==> config.mk <==
export PLATFORM = sky130hd
export DESIGN_NAME = clock_divider_multi
export DESIGN_NICKNAME = d
export VERILOG_FILES = /design/src/rtl/clock_divider_multi.sv
export SDC_FILE = /design/constraint.sdc
export NUM_CORES = 1
export LEC_CHECK = 0
export CAP_MARGIN = 20
export CORE_ASPECT_RATIO = 1.4
export CORE_MARGIN = 4
export CORE_UTILIZATION = 50
export DETAILED_ROUTE_END_ITERATION = 6
export DONT_BUFFER_PORTS = 1
export SETUP_SLACK_MARGIN = 0.5
export SLEW_MARGIN = 20
export SYNTH_ARGS = -nofsm -noshare
export SYNTH_HDL_FRONTEND = slang
export SYNTH_SLANG_ARGS = --single-unit
==> constraint.sdc <==
create_clock -name clk -period 7.6 [get_ports clk]
set_input_delay 1.52 -clock clk [delete_from_list [all_inputs] [get_ports clk]]
set_output_delay 1.52 -clock clk [all_outputs]
set_load 0.005 [all_outputs]
==> src/rtl/clock_divider_multi.sv <==
// Multi-channel run-time-programmable clock divider with glitch-free divisor updates.
// Optional phase-align strobe is built in when CLKDIV_PHASE_ALIGN_EN is defined.

module clock_divider_ch #(
    parameter int CNT_W       = 32,
    parameter int DEFAULT_DIV = 5000000
) (
    input  logic             clk,
    input  logic             reset,
    input  logic             en,
    input  logic             wr,
    input  logic [CNT_W-1:0] wr_val,
`ifdef CLKDIV_PHASE_ALIGN_EN
    input  logic             align,
`endif
    output logic             sclk,
    output logic             tick,
    output logic             pend
);

    localparam logic [CNT_W-1:0] DIV_RST = CNT_W'(DEFAULT_DIV);

    logic [CNT_W-1:0] count_q, count_d;
    logic [CNT_W-1:0] div_act_q, div_act_d;
    logic [CNT_W-1:0] div_shadow_q, div_shadow_d;
    logic             sclk_q, sclk_d;
    logic             tick_q, tick_d;
    logic             pend_q, pend_d;
    logic             boundary;

    always_comb begin
        boundary     = en && (count_q == div_act_q);
        count_d      = count_q;
        div_act_d    = div_act_q;
        div_shadow_d = div_shadow_q;
        sclk_d       = sclk_q;
        tick_d       = boundary;
        pend_d       = pend_q;

        if (en) count_d = boundary ? '0 : count_q + CNT_W'(1);
        if (boundary) begin
            sclk_d = ~sclk_q;
            // Shadow is consumed before a same-cycle write, which then re-arms pend.
            if (pend_q) begin
                div_act_d = div_shadow_q;
                pend_d    = 1'b0;
            end
        end
        if (wr) begin
            div_shadow_d = wr_val;
            pend_d       = 1'b1;
        end

`ifdef CLKDIV_PHASE_ALIGN_EN
        // Align overrides everything, including enable and a same-cycle write.
        if (align) begin
            count_d      = '0;
            sclk_d       = 1'b0;
            tick_d       = 1'b0;
            div_act_d    = pend_q ? div_shadow_q : div_act_q;
            div_shadow_d = div_shadow_q;
            pend_d       = 1'b0;
        end
`endif
    end

    always_ff @(posedge clk or negedge reset) begin
        if (!reset) begin
            count_q      <= '0;
            div_act_q    <= DIV_RST;
            div_shadow_q <= DIV_RST;
            sclk_q       <= 1'b0;
            tick_q       <= 1'b0;
            pend_q       <= 1'b0;
        end else begin
            count_q      <= count_d;
            div_act_q    <= div_act_d;
            div_shadow_q <= div_shadow_d;
            sclk_q       <= sclk_d;
            tick_q       <= tick_d;
            pend_q       <= pend_d;
        end
    end

    assign sclk = sclk_q;
    assign tick = tick_q;
    assign pend = pend_q;

endmodule

module clock_divider_multi #(
    parameter int NUM_CH      = 4,
    parameter int CNT_W       = 32,
    parameter int DEFAULT_DIV = 5000000,
    localparam int CH_W       = (NUM_CH > 1) ? $clog2(NUM_CH) : 1
) (
    input  logic              clk,
    input  logic              reset,
    input  logic              div_wr,
    input  logic [CH_W-1:0]   div_ch,
    input  logic [CNT_W-1:0]  div_val,
    input  logic [NUM_CH-1:0] enable,
    output logic [NUM_CH-1:0] sclk,
    output logic [NUM_CH-1:0] tick,
    output logic [NUM_CH-1:0] pend
`ifdef CLKDIV_PHASE_ALIGN_EN
    ,
    input  logic              align
`endif
);

    // One extra bit so NUM_CH itself is representable for the range check.
    localparam logic [CH_W:0] NUM_CH_L = (CH_W + 1)'(NUM_CH);

    logic wr_ok;
    assign wr_ok = div_wr && ({1'b0, div_ch} < NUM_CH_L);

    for (genvar i = 0; i < NUM_CH; i++) begin : g_ch
        localparam logic [CH_W-1:0] IDX = CH_W'(i);
        clock_divider_ch #(
            .CNT_W       (CNT_W),
            .DEFAULT_DIV (DEFAULT_DIV)
        ) u_ch (
            .clk    (clk),
            .reset  (reset),
            .en     (enable[i]),
            .wr     (wr_ok && (div_ch == IDX)),
            .wr_val (div_val),
`ifdef CLKDIV_PHASE_ALIGN_EN
            .align  (align),
`endif
            .sclk   (sclk[i]),
            .tick   (tick[i]),
            .pend   (pend[i])
        );
    end

endmodule

==> out/summary.log, run 1 <==
[worst_setup_path] end of the worst register-to-register path g_ch[0].u_ch.count_q[18]
[sta] final hold violations 0
[cts] CTS clock-pin slew for the worst setup and hold paths 60 ps
[finish] area growth from synthesis to layout 9.73%
[run] max capacitance violation total 0
[route] vias after detailed routing 10900
[cts] number of buffers inserted during clock tree synthesis 40
[synth] top cell type by total area after synthesis sky130_fd_sc_hd__dfrtp_1
[placed_design] number of buffer cells added on primary ports 0
[synth] Ys Warns 0
[floorplanning] number of top-level pins 53
[worst_setup_path] reg2reg setup slack 4550 ps
[sta] max-slew headroom at the worst pin 0.414
[floorplanning] standard-cell row count 81
[grt] global-route wire length before repair 63.4 mm
[worst_setup_path] required time of the critical path 8020 ps
[power] peak supply drop 159 uV
[worst_setup_path] nature of the critical path startpoint flop
[synth] synthesized area divided by synthesized cell count 12.2 um2
[worst_setup_path] crit path capture type flop
[cts] post-cts resize count 0
[outcome] status finished, final reports clean
[finish] Filler cells 2907
[route] DRC 0
[finish] final core area utilization 0.559
[sta] number of setup violations in the final report 0
[grt] vias in the first global route 11000
[finish] Final nets 1503
[route] average routed wire per standard cell 20.6 um
[worst_hold_path] class of the tightest hold or removal check reg -> reg
[placed_design] Placer Congestion 0.855
[power] leakage power total 8.78 nW
[worst_setup_path] length in cells of the worst reg-to-reg path 6
[grt] GRT Total Usage 0.207
[power] Cell Pwr Density 250 nW/um2
[route] Detailed Routing Iterations Pass 1 7
[sta] share of the cycle needed by the critical path after routing 0.402
[synth] area of the mapped netlist 17900 um2
[synth] syn_nets 1517
[placed_design] minimum setup slack after placement 4200 ps
[route] number of vias per cell after detailed routing 5.57
[sta] final max-slew violation count 0
[floorplanning] die outline area 39000 um2
[synth] flops & latches, synth 396
[sta] post-route setup slack 4550 ps
[worst_setup_path] type of the worst setup path reg -> reg
[grt] maximum number of pins on one net before global-route repair 397
[cts] cell at the root of the clock tree sky130_fd_sc_hd__clkbuf_16
[sta] f_max 328 MHz
[grt] overflow left after global routing 0
[floorplanning] initial cell density of the core 0.510
[synth] cell with the most instances after synthesis sky130_fd_sc_hd__dfrtp_1
[synth] Post-synth top cells sky130_fd_sc_hd__dfrtp_1, sky130_fd_sc_hd__mux2_2, sky130_fd_sc_hd__xnor2_1
[floorplanning] core region area 35200 um2
[cts] postcts setup bufs 0
[placed_design] dpl hpwl 27.2 mm
[worst_hold_path] hold endpoint g_ch[2].u_ch.div_act_q[10]
[synth] sequential element share of the synthesized area 0.557
[sta] sum of negative setup slack 0 ps
[floorplanning] Die X 168 um
[cts] number of clock sinks 396
[worst_hold_path] Worst Min Path Start g_ch[2].u_ch.div_shadow_q[10]
[synth] synth unique cells 45
[worst_setup_path] data arrival at the endpoint of the critical path 3470 ps
[sta] setup repair after global routing missed its margin no
[synth] Post-synth EDFFs 0
[sta] clock period minus final worst setup slack 3050 ps
[synth] Gate Count Post-Synth 1472
[cts] CTS tree yes
[synth] share of synthesized flip-flops with an asynchronous set or reset 1.00
[cts] number of levels in the clock H-tree 2
[route] drt initial violations 631
[grt] number of antenna violations at the first check in global routing 2
[cts] clock insertion delay at the later pin of the skew report 540 ps
[worst_setup_path] critical register-to-register path startpoint g_ch[0].u_ch.div_act_q[8]
[route] antenna-violating nets left 0
[synth] commonest register cell after synthesis sky130_fd_sc_hd__dfrtp_1
[worst_setup_path] CP Max Fanout 23
[cts] maximum buffer depth of the clock tree 3
[finish] share of layout cells above drive strength 1 0.272
[synth] largest cells by area after synthesis sky130_fd_sc_hd__dfrtp_1, sky130_fd_sc_hd__mux2_2, sky130_fd_sc_hd__dfstp_2, sky130_fd_sc_hd__xnor2_1, sky130_fd_sc_hd__xor2_1
[synth] share of the synthesized area in the top cell type 0.464
[route] Detailed Route WL 40.1 mm
[cts] count of hold buffers inserted by post-cts repair 0
[floorplanning] Die Y-Extent 232 um
[sta] worst clock skew 23.9 ps
[worst_hold_path] instance count along the most critical hold path 1
[sta] worst-margin pin slew 878 ps
layer usage:
| metal | GRT usage | vias to the layer above | share of wire |
|---|---|---|---|
| met5 | 0 | - | 0 |
| met4 | 0.0685 | 0 | 0.032 |
| met3 | 0.0373 | 73 | 0.043 |
| met2 | 0.347 | 199 | 0.49 |
| met1 | 0.274 | 5549 | 0.43 |
| li1 | - | 5030 | - |
worst max-delay path, stage by stage (launching register included):
cell and delay, ps:
sky130_fd_sc_hd__dfstp_2 560, sky130_fd_sc_hd__xor2_1 90, sky130_fd_sc_hd__or4_1 530, sky130_fd_sc_hd__or4_1 610
sky130_fd_sc_hd__nor4_4 660, sky130_fd_sc_hd__buf_4 390, sky130_fd_sc_hd__nor2_1 80
cell usage in the layout (no fill, tap or decap), types with 3 or more instances in the layout:
| cell | count |
|---|---|
| sky130_fd_sc_hd__nor2_1 | 148 |
| sky130_fd_sc_hd__inv_1 | 40 |
| sky130_fd_sc_hd__or3_1 | 4 |
| sky130_fd_sc_hd__clkbuf_16 | 41 |
| sky130_fd_sc_hd__clkinv_2 | 9 |
| sky130_fd_sc_hd__nor4_1 | 35 |
| sky130_fd_sc_hd__nand4_1 | 53 |
| sky130_fd_sc_hd__mux2_2 | 255 |
| sky130_fd_sc_hd__nand2b_1 | 25 |
| sky130_fd_sc_hd__bufinv_16 | 4 |
| sky130_fd_sc_hd__nand3_1 | 45 |
| sky130_fd_sc_hd__xor2_1 | 67 |
| sky130_fd_sc_hd__or4_1 | 5 |
| sky130_fd_sc_hd__clkbuf_8 | 9 |
| sky130_fd_sc_hd__xnor2_1 | 161 |
| sky130_fd_sc_hd__nor2b_1 | 8 |
| sky130_fd_sc_hd__nand4b_1 | 3 |
| sky130_fd_sc_hd__dfstp_2 | 64 |
| sky130_fd_sc_hd__and3_1 | 14 |
| sky130_fd_sc_hd__and4_1 | 21 |
| sky130_fd_sc_hd__o21ai_0 | 7 |
| sky130_fd_sc_hd__buf_4 | 12 |
| sky130_fd_sc_hd__nor3_1 | 31 |
| sky130_fd_sc_hd__clkbuf_1 | 7 |
| sky130_fd_sc_hd__o22ai_1 | 4 |
| sky130_fd_sc_hd__dfrtp_1 | 332 |
| sky130_fd_sc_hd__nand2_1 | 48 |
| sky130_fd_sc_hd__ha_1 | 4 |
area by class of cell:
| cell class | instances | area [um2] | share of cell area |
|---|---|---|---|
| inverters | 40 | 150 | 0.00764 |
| flip-flops and latches | 396 | 9990 | 0.508 |
| well taps | 456 | 571 | 0.0290 |
| clock inverters | 17 | 198 | 0.0101 |
| clock buffers | 57 | 1180 | 0.0598 |
| diodes | 1 | 2.50 | 0.000127 |
| multi-input cells | 968 | 7490 | 0.381 |
| repair buffers | 12 | 90.1 | 0.00458 |
kinds of logic (layout without fill, tap and decap cells):
family,Yosys count,after routing,share of synthesized area
buf+inv,108,126,0.0260
compound gates,26,26,0.0102
xor+xnor,228,228,0.111
other cells,0,1,0
flops,396,396,0.557
mux,257,257,0.161
fa+ha+maj,4,4,0.00279
simple gates,453,453,0.131
how the worst max path moves through the flow:
stage	start	end	slack, ps	cells past startpoint
2_1_floorplan	enable[0]	g_ch[0].u_ch.count_q[26]	4410	7
3_3_place_gp	enable[0]	g_ch[0].u_ch.count_q[14]	4230	5
3_5_place_dp	enable[0]	g_ch[0].u_ch.count_q[14]	4200	5
4_1_cts	g_ch[0].u_ch.div_act_q[8]	g_ch[0].u_ch.count_q[14]	4510	6
5_1_grt	g_ch[0].u_ch.div_act_q[8]	g_ch[0].u_ch.count_q[24]	4370	6
6_report	g_ch[0].u_ch.div_act_q[8]	g_ch[0].u_ch.count_q[18]	4550	6
per-stage QoR:
step | hold slack (ps) | cell area, um2 | cells | total power, mW
final | 482 | 19700 | 1947 | 4.92
after global routing | 506 | 19700 | 1946 | 5.14
after CTS | 480 | 19700 | 1946 | 4.98
after detailed placement | 481 | 18300 | 1872 | 2.90
after global placement | 469 | 18300 | 1872 | 2.88
after floorplan | 443 | 17900 | 1472 | 2.80
registers in the layout (all words and copies together) (netlist names):
signal	cells
g_ch.u_ch.pend	4
g_ch.u_ch.div_shadow_q	128
g_ch.u_ch.div_act_q	128
g_ch.u_ch.count_q	128
g_ch.u_ch.sclk	4
g_ch.u_ch.tick	4
power by group:
part	internal (mW)	total, mW	switching (mW)
Sequential	2.32	2.48	0.160
Clock	1.22	2.06	0.840
Combinational	0.225	0.384	0.160
(Power assumes the default switching activity.)
==> inputs of run 2 (changes only) <==
- PLACE_DENSITY: unset -> 0.68
- clock period: 7.6 -> 2.5 ns (I/O delays scaled with it)
==> run 2 against run 1 <==
- the flow now finishes with violations (negative hold slack)
- via count increased by 4.8%
- non-clock buffer count up 61
- total power grew to 3.1 times the previous value
- maximum frequency up 30%
- critical endpoint is now g_ch[0].u_ch.count_q[21]
- largest cell class unchanged
- highest routed layer unchanged
==> out/summary.log, run 2 (synthesis gave the netlist of run 1 again) <==
[finish] share of layout cells above drive strength 1 0.361
[finish] most common library cell in the layout ignoring fill and taps sky130_fd_sc_hd__dfrtp_1
[grt] maximum number of pins on one net before global-route repair 397
[sta] setup repair after global routing missed its margin yes
[finish] Ant. Diodes 0
[power] Power Total 15.4 mW
[finish] area growth from synthesis to layout 19.0%
[sta] clock period minus final worst setup slack 2340 ps
[floorplanning] die outline area 39000 um2
[cts] cell at the root of the clock tree sky130_fd_sc_hd__clkbuf_16
[worst_setup_path] crit path capture type flop
[grt] global-route wire length before repair 67.6 mm
[route] antenna-violating nets left 0
[sta] number of setup violations in the final report 0
[placed_design] minimum setup slack after placement 82.3 ps
[cts] number of clock sinks 396
[sta] max-slew headroom at the worst pin 0.474
[outcome] failing checks negative hold slack
[sta] worst-margin pin slew 789 ps
[placed_design] post-detailed-placement cell area 18600 um2
[grt] vias in the first global route 11900
[sta] post-route setup slack 156 ps
[worst_setup_path] critical path's slowest cell sky130_fd_sc_hd__or4_1
[route] vias after detailed routing 11400
[worst_setup_path] nature of the critical path startpoint flop
[power] Cell Pwr Density 724 nW/um2
[cts] CTS tree yes
[finish] commonest cells after routing, fill and taps aside sky130_fd_sc_hd__dfrtp_1, sky130_fd_sc_hd__mux2_2, sky130_fd_sc_hd__xnor2_1
[sta] final max-slew violation count 0
[finish] Final nets 1564
[grt] number of antenna violations at the first check in global routing 1
[worst_hold_path] class of the tightest hold or removal check in -> async
[route] drt initial violations 810
[route] average routed wire per standard cell 22.1 um
[floorplanning] number of top-level pins 53
[worst_setup_path] critical path cell sequence xor2_2 > or4_1 > or4_4 > nor4_4 > buf_4 > buf_6 > buf_16 > nor2_2
[placed_design] dpl hpwl 27.4 mm
[route] number of vias per cell after detailed routing 5.67
[floorplanning] standard-cell row count 81
[sta] share of the cycle needed by the critical path after routing 0.938
[worst_setup_path] type of the worst setup path reg -> reg
[finish] final design instance area without fill 21300 um2
[route] Detailed Route WL 44.4 mm
[power] peak supply drop 433 uV
[cts] number of buffers inserted during clock tree synthesis 40
[power] leakage power total 9.26 nW
[worst_setup_path] data arrival at the endpoint of the critical path 2770 ps
[sta] worst hold slack after final layout -344 ps
[floorplanning] Die X 168 um
[cts] clock insertion delay at the later pin of the skew report 560 ps
[floorplanning] core region area 35200 um2
[sta] sum of negative setup slack 0 ps
[run] max capacitance violation total 0
[cts] CTS clock-pin slew for the worst setup and hold paths 60 ps
[finish] largest registers ranked by flip-flop count g_ch.u_ch.count_q x128, g_ch.u_ch.div_act_q x128, g_ch.u_ch.div_shadow_q x128
[worst_setup_path] critical path's largest stage delay 510 ps
[floorplanning] Die Y-Extent 232 um
[cts] number of levels in the clock H-tree 2
[finish] Filler cells 2702
[grt] overflow left after global routing 0
[sta] f_max 427 MHz
[sta] final hold violations 334
[placed_design] Placer Congestion 0.856
[route] DRC 0
[outcome] status finished with violations
[worst_setup_path] length in cells of the worst reg-to-reg path 8
[placed_design] number of buffer cells added on primary ports 0
[route] Detailed Routing Iterations Pass 1 5
[worst_setup_path] required time of the critical path 2930 ps
[worst_setup_path] CP Max Fanout 7
[grt] GRT Total Usage 0.223
[sta] worst clock skew 20.7 ps
[floorplanning] initial cell density of the core 0.510
[cts] maximum buffer depth of the clock tree 3
-- run 2: changes by cell type in the layout (fill, tap and decap cells not counted), sizes merged --
cell      delta
bufinv       +3
buf         +54
clkinvlp     +2
diode        -1
inv          +2
clkbuf       +3
clkinv       -4
-- run 2: final timing paths --
| kind | from | to | slack (ps) |
|---|---|---|---|
| setup / recovery | g_ch[0].u_ch.count_q[11] | g_ch[0].u_ch.count_q[21] | 160 |
| hold / removal | reset | g_ch[3].u_ch.count_q[1] | -340 |
| setup reg to reg | g_ch[0].u_ch.count_q[11] | g_ch[0].u_ch.count_q[21] | 160 |
| hold reg to reg | g_ch[1].u_ch.sclk | g_ch[1].u_ch.sclk | 490 |
| max in group asynchronous | reset | g_ch[0].u_ch.count_q[11] | 2140 |
| min in group clk | enable[2] | g_ch[2].u_ch.count_q[1] | 30 |
-- run 2: report_power, final --
part | internal [mW] | switching (mW) | leakage, nW
registers | 7.05 | 0.505 | 5.00
logic | 0.779 | 0.578 | 3.57
clock network | 3.94 | 2.59 | 0.694
-- run 2: cell type report --
class / count / area [um2] / area share
timing repair buffer: 73 / 1090 / 0.0513
tap: 456 / 571 / 0.0267
clock inverter: 20 / 303 / 0.0142
clock buffer: 53 / 1130 / 0.0530
inverter: 40 / 150 / 0.00704
multi-input combinational: 968 / 8080 / 0.379
sequential: 396 / 10000 / 0.469
-- run 2: worst max-delay path: cells and delay by family (launching register included) --
kind | cells | cell delay (ps)
buffers and inverters | 3 | 420
XOR/XNOR | 1 | 180
flip-flops | 1 | 430
AND/OR/NAND/NOR | 4 | 1190
-- run 2: timing repair --
item,4_1_cts,5_1_grt
resized for setup,60,120
setup buffers,16,12
pin swaps,14,42
endpoints found under the hold margin,396,385
gates cloned,12,9
setup endpoints to repair,189,258
-- run 2: stage by stage --
step / cells / utilization / hold slack [ps]
global route: 2006 / 0.607 / -374
CTS: 1985 / 0.585 / -367
detailed placement: 1884 / 0.528 / 224
floorplan: 1472 / - / 204
finish: 2006 / 0.607 / -344
global placement: 1884 / 0.528 / 226
-- run 2: per-layer routing --
| metal | GRT usage | share of wire | vias up |
|---|---|---|---|
| li1 | - | - | 5167 |
| met1 | 0.283 | 0.41 | 5871 |
| met2 | 0.381 | 0.51 | 256 |
| met3 | 0.0467 | 0.047 | 82 |
| met4 | 0.0721 | 0.032 | 0 |
| met5 | 0 | 0 | - |
==> inputs of run 3 (changes only) <==
- PLACE_DENSITY: 0.68 -> unset
- clock period: 2.5 -> 2.44 ns (I/O delays scaled with it)
==> run 3 against run 2 <==
- hold slack lost 3.8 ps
- first-iteration DRC count shrank 8.8%
- cell area grew 1.1%
- sequential share of layout area shrank 0.49 points
- worst setup slack gained 54 ps
- sequential cell count is the same
- largest power group unchanged
- register-to-register slack gained 50 ps
- cell count grew 1.1%
- via count shrank 0.29%
- combinational power grew 8%
- the flow still finishes with violations (negative hold slack)
==> out/summary.log, run 3 (synthesis gave the netlist of run 1 again) <==
[outcome] status finished with violations
[outcome] failing checks negative hold slack
[grt] vias in the first global route 11800
[finish] share of layout cells above drive strength 1 0.373
[placed_design] dpl hpwl 27.4 mm
[worst_setup_path] data arrival at the endpoint of the critical path 2690 ps
[finish] area growth from synthesis to layout 20.3%
[sta] post-route setup slack 210 ps
[sta] max-slew headroom at the worst pin 0.378
[worst_setup_path] crit path capture type flop
[finish] most common library cell in the layout ignoring fill and taps sky130_fd_sc_hd__dfrtp_1
[power] share of power burned in the clock network 0.397
[floorplanning] number of top-level pins 53
[route] drt initial violations 739
[floorplanning] standard-cell row count 81
[cts] maximum buffer depth of the clock tree 3
[placed_design] Placer Congestion 0.889
[sta] worst clock skew 11.1 ps
[sta] sum of negative setup slack 0 ps
[worst_setup_path] end of the worst register-to-register path g_ch[0].u_ch.sclk
[grt] GRT Total Usage 0.221
[finish] largest registers ranked by flip-flop count g_ch.u_ch.count_q x128, g_ch.u_ch.div_act_q x128, g_ch.u_ch.div_shadow_q x128
[worst_setup_path] critical path's slowest cell sky130_fd_sc_hd__dfstp_2
[worst_setup_path] critical register-to-register path startpoint g_ch[0].u_ch.div_act_q[11]
[power] leakage power total 9.32 nW
[placed_design] number of buffer cells added on primary ports 0
[sta] clock period minus final worst setup slack 2230 ps
[floorplanning] Die Y-Extent 232 um
[sta] setup repair after global routing missed its margin yes
[sta] number of setup violations in the final report 0
[route] number of vias per cell after detailed routing 5.59
[floorplanning] initial cell density of the core 0.510
[worst_setup_path] CP Max Fanout 8
[route] Detailed Route WL 43.6 mm
[cts] CTS clock-pin slew for the worst setup and hold paths 60 ps
[worst_hold_path] class of the tightest hold or removal check in -> async
[finish] commonest cells after routing, fill and taps aside sky130_fd_sc_hd__dfrtp_1, sky130_fd_sc_hd__mux2_2, sky130_fd_sc_hd__xnor2_1
[cts] number of clock sinks 396
[cts] number of levels in the clock H-tree 2
[worst_setup_path] type of the worst setup path reg -> reg
[power] peak supply drop 636 uV
[sta] share of the cycle needed by the critical path after routing 0.914
[placed_design] minimum setup slack after placement 161 ps
[cts] CTS tree yes
[power] Cell Pwr Density 706 nW/um2
[grt] number of antenna violations at the first check in global routing 2
[floorplanning] core region area 35200 um2
[sta] final max-slew violation count 0
[worst_setup_path] critical path cell sequence xor2_1 > or4_1 > or4_4 > nor4_4 > buf_6 > buf_12 > xor2_1
[grt] overflow left after global routing 0
[run] max capacitance violation total 0
[route] vias after detailed routing 11300
[grt] maximum number of pins on one net before global-route repair 397
[power] Switching Fraction 0.240
[sta] worst-margin pin slew 933 ps
[cts] cell at the root of the clock tree sky130_fd_sc_hd__clkbuf_16
[finish] final design instance area without fill 21600 um2
[route] Detailed Routing Iterations Pass 1 5
[worst_setup_path] reg2reg setup slack 210 ps
[finish] Ant. Diodes 0
[cts] clock insertion delay at the later pin of the skew report 530 ps
[power] relative contribution of sequential cells to total power 0.507
[floorplanning] die outline area 39000 um2
[route] DRC 0
[power] Comb pwr share 0.096
[sta] worst hold slack after final layout -348 ps
[power] Psw 3.65 mW
[grt] global-route wire length before repair 67.4 mm
[worst_setup_path] length in cells of the worst reg-to-reg path 7
[worst_setup_path] critical path's largest stage delay 530 ps
[finish] Final nets 1585
[worst_setup_path] crit-path most repeated cell sky130_fd_sc_hd__xor2_1
[route] average routed wire per standard cell 21.5 um
[worst_setup_path] required time of the critical path 2900 ps
[worst_setup_path] nature of the critical path startpoint flop
[power] internal power of the cells 11.6 mW
[sta] f_max 448 MHz
[sta] final hold violations 332
[floorplanning] Die X 168 um
[cts] number of buffers inserted during clock tree synthesis 40
[worst_setup_path] Worst setup startpoint g_ch[0].u_ch.div_act_q[11]
[placed_design] post-detailed-placement cell area 18700 um2
[route] antenna-violating nets left 0
## run 3: metrics by stage
step	std cells	power, mW	util	hold WS, ps
final	2028	15.2	0.613	-348
after global routing	2028	15.9	0.613	-372
after CTS	2002	15.3	0.592	-370
after detailed placement	1893	9.08	0.531	207
after global placement	1893	9.02	0.531	208
after floorplan	1472	8.75	-	192
## run 3: area by class of cell
type / instances / area (um2)
clock inverter: 12 / 123
fill: 2706 / 13600
clock buffer: 62 / 1150
timing repair buffer: 93 / 1360
inverter: 40 / 150
sequential: 396 / 10000
tap: 456 / 571
multi-input combinational: 969 / 8200
## run 3: worst max-delay path by stage
| stage | endpoint | slack (ps) | cells past startpoint |
|---|---|---|---|
| floorplan | g_ch[0].u_ch.count_q[10] | 250 | 6 |
| global placement | g_ch[2].u_ch.div_act_q[21] | 180 | 6 |
| detailed placement | g_ch[2].u_ch.div_act_q[24] | 160 | 6 |
| CTS | g_ch[2].u_ch.div_act_q[10] | 180 | 7 |
| global route | g_ch[0].u_ch.sclk | 120 | 7 |
| finish | g_ch[0].u_ch.sclk | 210 | 7 |
## run 3: timing repair
| action | 4_1_cts | 5_1_grt |
|---|---|---|
| hold endpoints to repair | 396 | 359 |
| gates cloned | 16 | 8 |
| endpoints found under the setup margin | 197 | 253 |
| pin swaps | 35 | 35 |
| resized for setup | 101 | 105 |
| buffers inserted | 19 | 18 |
## run 3: worst max-delay path, delay by kind of cell (launching register included)
kind | cells | cell delay [ps]
AND/OR/NAND/NOR | 3 | 1110
flip-flops | 1 | 530
buffers and inverters | 2 | 310
XOR/XNOR | 2 | 200
## run 3: per-layer routing
layer,vias up,global-route usage,routed length (um),share of wire
met1,5810,0.281,18300,0.42
met2,232,0.388,22400,0.51
li1,5226,-,-,-
met5,-,0,0,0
met3,75,0.0388,1680,0.039
met4,0,0.0647,1200,0.027
## run 3: power groups by stage
stage          clock (mW)  combinational (mW)  sequential [mW]
2_1_floorplan           0                1.10             7.64
3_3_place_gp            0                1.21             7.81
3_5_place_dp            0                1.24             7.84
4_1_cts              6.20                1.32             7.73
5_1_grt              6.48                1.62             7.79
6_report             6.04                1.47             7.72
